--- config.mk ---
export PLATFORM = sky130hd
export DESIGN_NAME = mines_game_ctrl
export DESIGN_NICKNAME = d
export VERILOG_FILES = /design/src/rtl/mines_game_ctrl.sv
export SDC_FILE = /design/constraint.sdc
export NUM_CORES = 1
export LEC_CHECK = 0
export ABC_AREA = 1
export BUFFER_PORTS_ARGS = -buffer_cell sky130_fd_sc_hd__buf_2
export CELL_PAD_IN_SITES_DETAIL_PLACEMENT = 1
export CELL_PAD_IN_SITES_GLOBAL_PLACEMENT = 1
export CORE_MARGIN = 2
export CORE_UTILIZATION = 42
export DETAILED_ROUTE_END_ITERATION = 16
export GPL_TIMING_DRIVEN = 1
export PLACE_DENSITY = 0.89
export SETUP_SLACK_MARGIN = 0.3
export SLEW_MARGIN = 20
export SYNTH_ARGS = -nofsm -noshare
export SYNTH_HDL_FRONTEND = slang
export SYNTH_SLANG_ARGS = --single-unit
export TNS_END_PERCENT = 5
--- constraint.sdc ---
create_clock -name clk -period 12.6 [get_ports clk]
set_clock_uncertainty 0.15 [all_clocks]
set_input_delay 0.63 -clock clk [delete_from_list [all_inputs] [get_ports clk]]
set_output_delay 0.63 -clock clk [all_outputs]
set_load 0.01 [all_outputs]
--- src/rtl/mines_game_ctrl.sv ---
// mines_game_ctrl: top-level sequencer for the 8x8 minesweeper game.
// Ports:
//   clk, rst (async, active-high)
//   start_game, btn_up/down/left/right, btn_reveal, btn_flag : single-cycle input pulses
//   gen_start (out pulse) / gen_done (in level)              : board generator handshake
//   cell_addr (out {row,col}) / cell_data (in, bit5=bomb, [3:0]=count) : board RAM read port
//   cursor_row, cursor_col, revealed, flagged, revealed_count, flags_left : game state
//   state (IDLE=0 GEN=1 PLAY=2 CHECK=3 FLOOD=4 WIN=5 LOSE=6), game_won, game_lost
// Optional: define REVEAL_BOMBS_ON_LOSE_EN to sweep the board on a loss and reveal every bomb.
module mines_game_ctrl #(
  parameter int N_BOMBS = 8
) (
  input  logic        clk,
  input  logic        rst,
  input  logic        start_game,
  input  logic        btn_up,
  input  logic        btn_down,
  input  logic        btn_left,
  input  logic        btn_right,
  input  logic        btn_reveal,
  input  logic        btn_flag,
  output logic        gen_start,
  input  logic        gen_done,
  output logic [5:0]  cell_addr,
  input  logic [7:0]  cell_data,
  output logic [2:0]  cursor_row,
  output logic [2:0]  cursor_col,
  output logic [63:0] revealed,
  output logic [63:0] flagged,
  output logic [6:0]  revealed_count,
  output logic [7:0]  flags_left,
  output logic [2:0]  state,
  output logic        game_won,
  output logic        game_lost
);
  localparam logic [2:0] S_IDLE = 3'd0, S_GEN = 3'd1, S_PLAY = 3'd2, S_CHECK = 3'd3,
                         S_FLOOD = 3'd4, S_WIN = 3'd5, S_LOSE = 3'd6;
  localparam logic [6:0] TARGET = 7'(64 - N_BOMBS);
  localparam logic [7:0] FLAGS0 = 8'(N_BOMBS);

  logic [2:0]  state_q, state_d;
  logic [2:0]  row_q, col_q;
  logic [63:0] revealed_q, flagged_q;
  logic [6:0]  count_q;
  logic [7:0]  flags_q;
  logic [5:0]  scan_q;
  logic        changed_q;
  logic        gen_start_q;
  logic [5:0]  cur;
  logic        restart;
  logic        can_reveal;
  logic        expand;
  logic [63:0] nb_mask;
  logic [63:0] new_bits;
  logic [3:0]  n_new;
  logic [6:0]  count_inc;
  logic        sweep_on;
  logic        unused_bits;
`ifdef REVEAL_BOMBS_ON_LOSE_EN
  logic [5:0]  sweep_q;
  logic        sweep_on_q;
  assign sweep_on = sweep_on_q;
`else
  assign sweep_on = 1'b0;
`endif

  function automatic logic [6:0] sat_add(input logic [6:0] a, input logic [3:0] b);
    logic [7:0] s;
    s = {1'b0, a} + {4'b0, b};
    return (s > 8'd64) ? 7'd64 : s[6:0];
  endfunction

  assign unused_bits = ^{cell_data[7:6], cell_data[4]};
  assign cur         = {row_q, col_q};
  assign restart     = start_game && (state_q == S_IDLE || state_q == S_PLAY ||
                                      state_q == S_WIN  || state_q == S_LOSE);
  assign can_reveal  = !revealed_q[cur] && !flagged_q[cur];
  assign count_inc   = sat_add(count_q, 4'd1);

  // In-bounds (non-wrapping) 8-neighbourhood of the cell being scanned.
  always_comb begin
    int r, c;
    r = 0;
    c = 0;
    nb_mask = '0;
    for (int dr = -1; dr <= 1; dr++)
      for (int dc = -1; dc <= 1; dc++) begin
        r = int'(scan_q[5:3]) + dr;
        c = int'(scan_q[2:0]) + dc;
        if ((dr != 0 || dc != 0) && r >= 0 && r < 8 && c >= 0 && c < 8)
          nb_mask[6'(r * 8 + c)] = 1'b1;
      end
  end

  assign expand   = (state_q == S_FLOOD) && revealed_q[scan_q] && !cell_data[5] && (cell_data[3:0] == 4'd0);
  assign new_bits = expand ? (nb_mask & ~revealed_q & ~flagged_q) : '0;
  assign n_new    = 4'($countones(new_bits));

  always_ff @(posedge clk or posedge rst)
    if (rst) state_q <= S_IDLE;
    else     state_q <= state_d;

  always_comb begin
    state_d = state_q;
    case (state_q)
      S_IDLE:  state_d = start_game ? S_GEN : S_IDLE;
      S_GEN:   state_d = gen_done ? S_PLAY : S_GEN;
      S_PLAY:  state_d = start_game ? S_GEN : (btn_reveal && can_reveal) ? S_CHECK : S_PLAY;
      S_CHECK: state_d = cell_data[5] ? S_LOSE : (count_inc >= TARGET) ? S_WIN :
                         (cell_data[3:0] == 4'd0) ? S_FLOOD : S_PLAY;
      // Another pass is needed whenever anything changed during this one, including its last cell.
      S_FLOOD: state_d = (scan_q != 6'd63 || changed_q || n_new != 4'd0) ? S_FLOOD :
                         (count_q >= TARGET) ? S_WIN : S_PLAY;
      S_WIN, S_LOSE: state_d = start_game ? S_GEN : state_q;
      default: state_d = S_IDLE;
    endcase
  end

  always_comb begin
    cell_addr = (state_q == S_PLAY || state_q == S_CHECK) ? cur :
                (state_q == S_FLOOD) ? scan_q :
`ifdef REVEAL_BOMBS_ON_LOSE_EN
                (state_q == S_LOSE && sweep_on_q) ? sweep_q :
`endif
                6'd0;
    game_won  = state_q == S_WIN;
    game_lost = state_q == S_LOSE && !sweep_on;
  end

  always_ff @(posedge clk or posedge rst)
    if (rst) begin
      row_q       <= '0;
      col_q       <= '0;
      revealed_q  <= '0;
      flagged_q   <= '0;
      count_q     <= '0;
      flags_q     <= FLAGS0;
      scan_q      <= '0;
      changed_q   <= 1'b0;
      gen_start_q <= 1'b0;
`ifdef REVEAL_BOMBS_ON_LOSE_EN
      sweep_q     <= '0;
      sweep_on_q  <= 1'b0;
`endif
    end else if (restart) begin
      row_q       <= '0;
      col_q       <= '0;
      revealed_q  <= '0;
      flagged_q   <= '0;
      count_q     <= '0;
      flags_q     <= FLAGS0;
      scan_q      <= '0;
      changed_q   <= 1'b0;
      gen_start_q <= 1'b1;
`ifdef REVEAL_BOMBS_ON_LOSE_EN
      sweep_q     <= '0;
      sweep_on_q  <= 1'b0;
`endif
    end else begin
      gen_start_q <= 1'b0;
      case (state_q)
        S_PLAY:
          if (!btn_reveal) begin
            if (btn_flag) begin
              if (!revealed_q[cur] && flagged_q[cur]) begin
                flagged_q[cur] <= 1'b0;
                flags_q        <= flags_q + 8'd1;
              end else if (!revealed_q[cur] && flags_q != 8'd0) begin
                flagged_q[cur] <= 1'b1;
                flags_q        <= flags_q - 8'd1;
              end
            end
            else if (btn_up)    row_q <= row_q - 3'd1;
            else if (btn_down)  row_q <= row_q + 3'd1;
            else if (btn_left)  col_q <= col_q - 3'd1;
            else if (btn_right) col_q <= col_q + 3'd1;
          end
        S_CHECK: begin
          revealed_q[cur] <= 1'b1;
          if (!cell_data[5]) count_q <= count_inc;
          scan_q    <= '0;
          changed_q <= 1'b0;
`ifdef REVEAL_BOMBS_ON_LOSE_EN
          sweep_q    <= '0;
          sweep_on_q <= cell_data[5];
`endif
        end
        S_FLOOD: begin
          revealed_q <= revealed_q | new_bits;
          count_q    <= sat_add(count_q, n_new);
          changed_q  <= (scan_q != 6'd63) && (changed_q || n_new != 4'd0);
          scan_q     <= scan_q + 6'd1;
        end
`ifdef REVEAL_BOMBS_ON_LOSE_EN
        S_LOSE:
          if (sweep_on_q) begin
            if (cell_data[5]) revealed_q[sweep_q] <= 1'b1;
            sweep_q <= sweep_q + 6'd1;
            if (&sweep_q) sweep_on_q <= 1'b0;
          end
`endif
        default: ;
      endcase
    end

  assign gen_start      = gen_start_q;
  assign cursor_row     = row_q;
  assign cursor_col     = col_q;
  assign revealed       = revealed_q;
  assign flagged        = flagged_q;
  assign revealed_count = count_q;
  assign flags_left     = flags_q;
  assign state          = state_q;
endmodule
==> run_results.csv <==
group,metric,value,unit
clocking,hold_buffers,0,
floorplanning,placeableCoreArea,33700,um2
global_routing,overflow,0,
power,pwr-share-comb,0.595,
floorplanning,start_util,0.4281,
critical_path,cp.arrival,11.22,ns
cells_and_area,layout_commonest_cell,"nand2_1",
detailed_routing,avgViaCountPerCell,5.903,
placed_design,place_hpwl,44.35,mm
power,cellInternalPower,1.516,mW
power,power_leakage,8.445,nW
synthesis,synth-seq-area-share,0.2776,
critical_path,cp_slowest_cell,"dfrtp_1",
global_routing,grt_max_degree,73,
synthesis,syn-mean-instance-area,6.387,um2
clocking,clock_latency,0.46,ns
floorplanning,num_io_pins,179,
timing,finalHoldViolCount,0,
synthesis,ys_warn_count,0,
clocking,clk_pin_slew,0.07,ns
timing,rsz0062_at_grt,"no",
placed_design,portBuffers,175,
placed_design,pre_cts_ws,1.751,ns
worst_hold_path,min-delay-path-class,"in -> async",
synthesis,synth_area,14430,um2
power,ir_worst_vdd,0.1827,mV
global_routing,antenna_found_initial,0,
status,status,"finished, final reports clean",
timing,period_share,0.8705,
critical_path,criticalPathCategory,"reg -> reg",
clocking,htree_levels,4,
power,p_per_area,197.1,nW/um2
floorplanning,die_x,189.3,um
power,power,3.205,mW
synthesis,synthCells,2259,
cells_and_area,area_growth,12.70,%
cells_and_area,final_cell_mix,"797 x nand2_1, 239 x inv_1, 222 x nand3_1",
floorplanning,num_rows,67,
cells_and_area,drive_gt1_frac,0.1050,
timing,setup_slack,1.632,ns
timing,slew_violations,0,
timing,hold_ws,0.09022,ns
global_routing,track_usage,0.3562,
clocking,cts_resized,0,
detailed_routing,ant_nets,0,
flow_run,max_cap_viol_count,0,
clocking,cts_tree,"yes",
floorplanning,dieArea,35850,um2
critical_path,worst_r2r_path_depth,44,
cells_and_area,fillCellCount,4632,
power,clkPwrFrac,0.181,
clocking,cts-root-buf,"clkbuf_16",
power,sw_frac_of_total,0.5270,
synthesis,ys_types,44,
critical_path,cpMostUsedCell,"nand2_1",
clocking,clock_path_buffers,2,
power,p_sw,1.689,mW
clocking,cts_setup_buffers,0,
global_routing,grt_pass1_wl,98.90,mm
clocking,cts_buffers,17,
synthesis,ys_ff_latch,160,
clocking,clock-sinks,160,
timing,worst_pin_slew,1.120,ns
detailed_routing,vias,16864,
detailed_routing,wl,63.47,mm
timing,fmax,91.17,MHz
critical_path,critical-path-max-stage-delay,0.70,ns
detailed_routing,drc,0,
floorplanning,die_y,189.3,um
cells_and_area,fin_nets,2507,
critical_path,required,12.85,ns
cells_and_area,num_antenna_cells,0,
critical_path,start_kind,"flop",
power,pwr-share-seq,0.223,
timing,max-slew-margin-rel,0.2512,
detailed_routing,detail_route.wl_per_cell,22.22,um
cells_and_area,fin_util,0.4825,
critical_path,critPathCaptureType,"flop",
timing,setup_violations,0,
timing,fin_setup_tns,0,ns
global_routing,grt_pass1_vias,17471,
detailed_routing,drtIter0Drc,1525,
placed_design,place_congestion,0.9270,
critical_path,crit_fanout,15,
detailed_routing,dr.pass1.iters,5,
timing,fin_crit,10.97,ns
cell families after synthesis:
| family | Yosys count | share of synthesized area |
|---|---|---|
| AO/OA/AOI/OAI | 309 | 0.1223 |
| other | 2 | 0.0005205 |
| AND/OR/NAND/NOR | 1313 | 0.3741 |
| XOR/XNOR | 25 | 0.01518 |
| buffers and inverters | 359 | 0.1012 |
| flip-flops | 160 | 0.2776 |
| adder cells (fa/ha/maj) | 91 | 0.1091 |
worst paths after layout:
path | startpoint | slack, ns | end
min in group clk | gen_done | 0.33 | state[1]$_DFFE_PP0P_
max | scan_q[3]$_DFFE_PP0P_ | 1.63 | revealed_count[4]$_DFFE_PP0P_
min | rst | 0.09 | flagged[42]$_DFFE_PP0P_
max reg2reg | scan_q[3]$_DFFE_PP0P_ | 1.63 | revealed_count[4]$_DFFE_PP0P_
max in group asynchronous | rst | 10.97 | flagged[16]$_DFFE_PP0P_
min reg2reg | flags_left[3]$_DFFE_PP1P_ | 0.40 | flags_left[3]$_DFFE_PP1P_
power groups by stage:
stage               clock (mW)  sequential, mW  combinational, mW
floorplan                    0           0.700               1.28
global placement             0           0.713               1.75
detailed placement           0           0.720               1.85
CTS                      0.578           0.711               1.88
global route             0.600           0.724               2.11
finish                   0.581           0.715               1.91
metal layers:
layer,share of wire,GRT usage,wire length [um]
met2,0.46,0.5709,29150
met5,0,0,0
met1,0.41,0.4690,25870
met4,0.042,0.1607,2642
met3,0.092,0.06506,5809
per-stage QoR:
| step | instance area [um2] | instances |
|---|---|---|
| 4_1_cts | 16260 | 2857 |
| 6_report | 16260 | 2857 |
| 5_1_grt | 16260 | 2857 |
| 3_5_place_dp | 15650 | 2827 |
| 3_3_place_gp | 15650 | 2827 |
| 2_1_floorplan | 14540 | 2289 |
state kept, by name, summed over array words and instances, names as in the netlist:
| name | count |
|---|---|
| changed_q | 1 |
| revealed_count | 7 |
| cursor_col | 3 |
| flagged | 64 |
| state | 3 |
| scan_q | 6 |
| gen_start | 1 |
| cursor_row | 3 |
| flags_left | 8 |
| revealed | 64 |
layout make-up:
| type | instances | area [um2] | area share |
|---|---|---|---|
| clock inverters | 12 | 183.9 | 0.01131 |
| multi-input cells | 1770 | 9089 | 0.5589 |
| flip-flops and latches | 160 | 4010 | 0.2466 |
| clock buffers | 18 | 429.2 | 0.02639 |
| repair buffers | 196 | 1033 | 0.06356 |
| well taps | 448 | 560.5 | 0.03447 |
| inverters | 253 | 954.7 | 0.05871 |
worst max-delay path: cells and delay by family (launching register included):
| kind | cells | cell delay, ns |
|---|---|---|
| XOR/XNOR | 2 | 0.41 |
| adder cells (fa/ha/maj) | 13 | 6.28 |
| buffers and inverters | 8 | 1.05 |
| flip-flops | 1 | 0.70 |
| AND/OR/NAND/NOR | 19 | 1.99 |
| AO/OA/AOI/OAI | 2 | 0.31 |
cell usage after synthesis (all sizes together):
cell     instances  share of area
nand2          801           0.21
nand4           25          0.011
a211oi           2         0.0010
conb             2        0.00052
clkinv           2        0.00052
clkbuf          39          0.010
o2111ai          1        0.00061
o32ai            2         0.0012
nand3          223          0.078
o211ai          59          0.031
nor2           216          0.058
fa              58          0.080
a21boi           3         0.0016
dfrtp          159           0.28
xnor2           13         0.0079
a221oi           1        0.00061
dfstp            1         0.0018
nand3b           8         0.0042
o31ai            4         0.0021
o21bai           2         0.0010
o22ai           10         0.0043
ha              33          0.029
nor4             4         0.0017
a21o             1        0.00052
o21ai          123          0.043
nor3            30          0.010
o211a            1        0.00069
and2             1        0.00043
a31oi            2        0.00087
xor2            12         0.0073
buf             67          0.025
or2              5         0.0022
inv            251          0.065
a21oi           96          0.033
o21a             2         0.0010
Power figures use the tool's default switching activity.
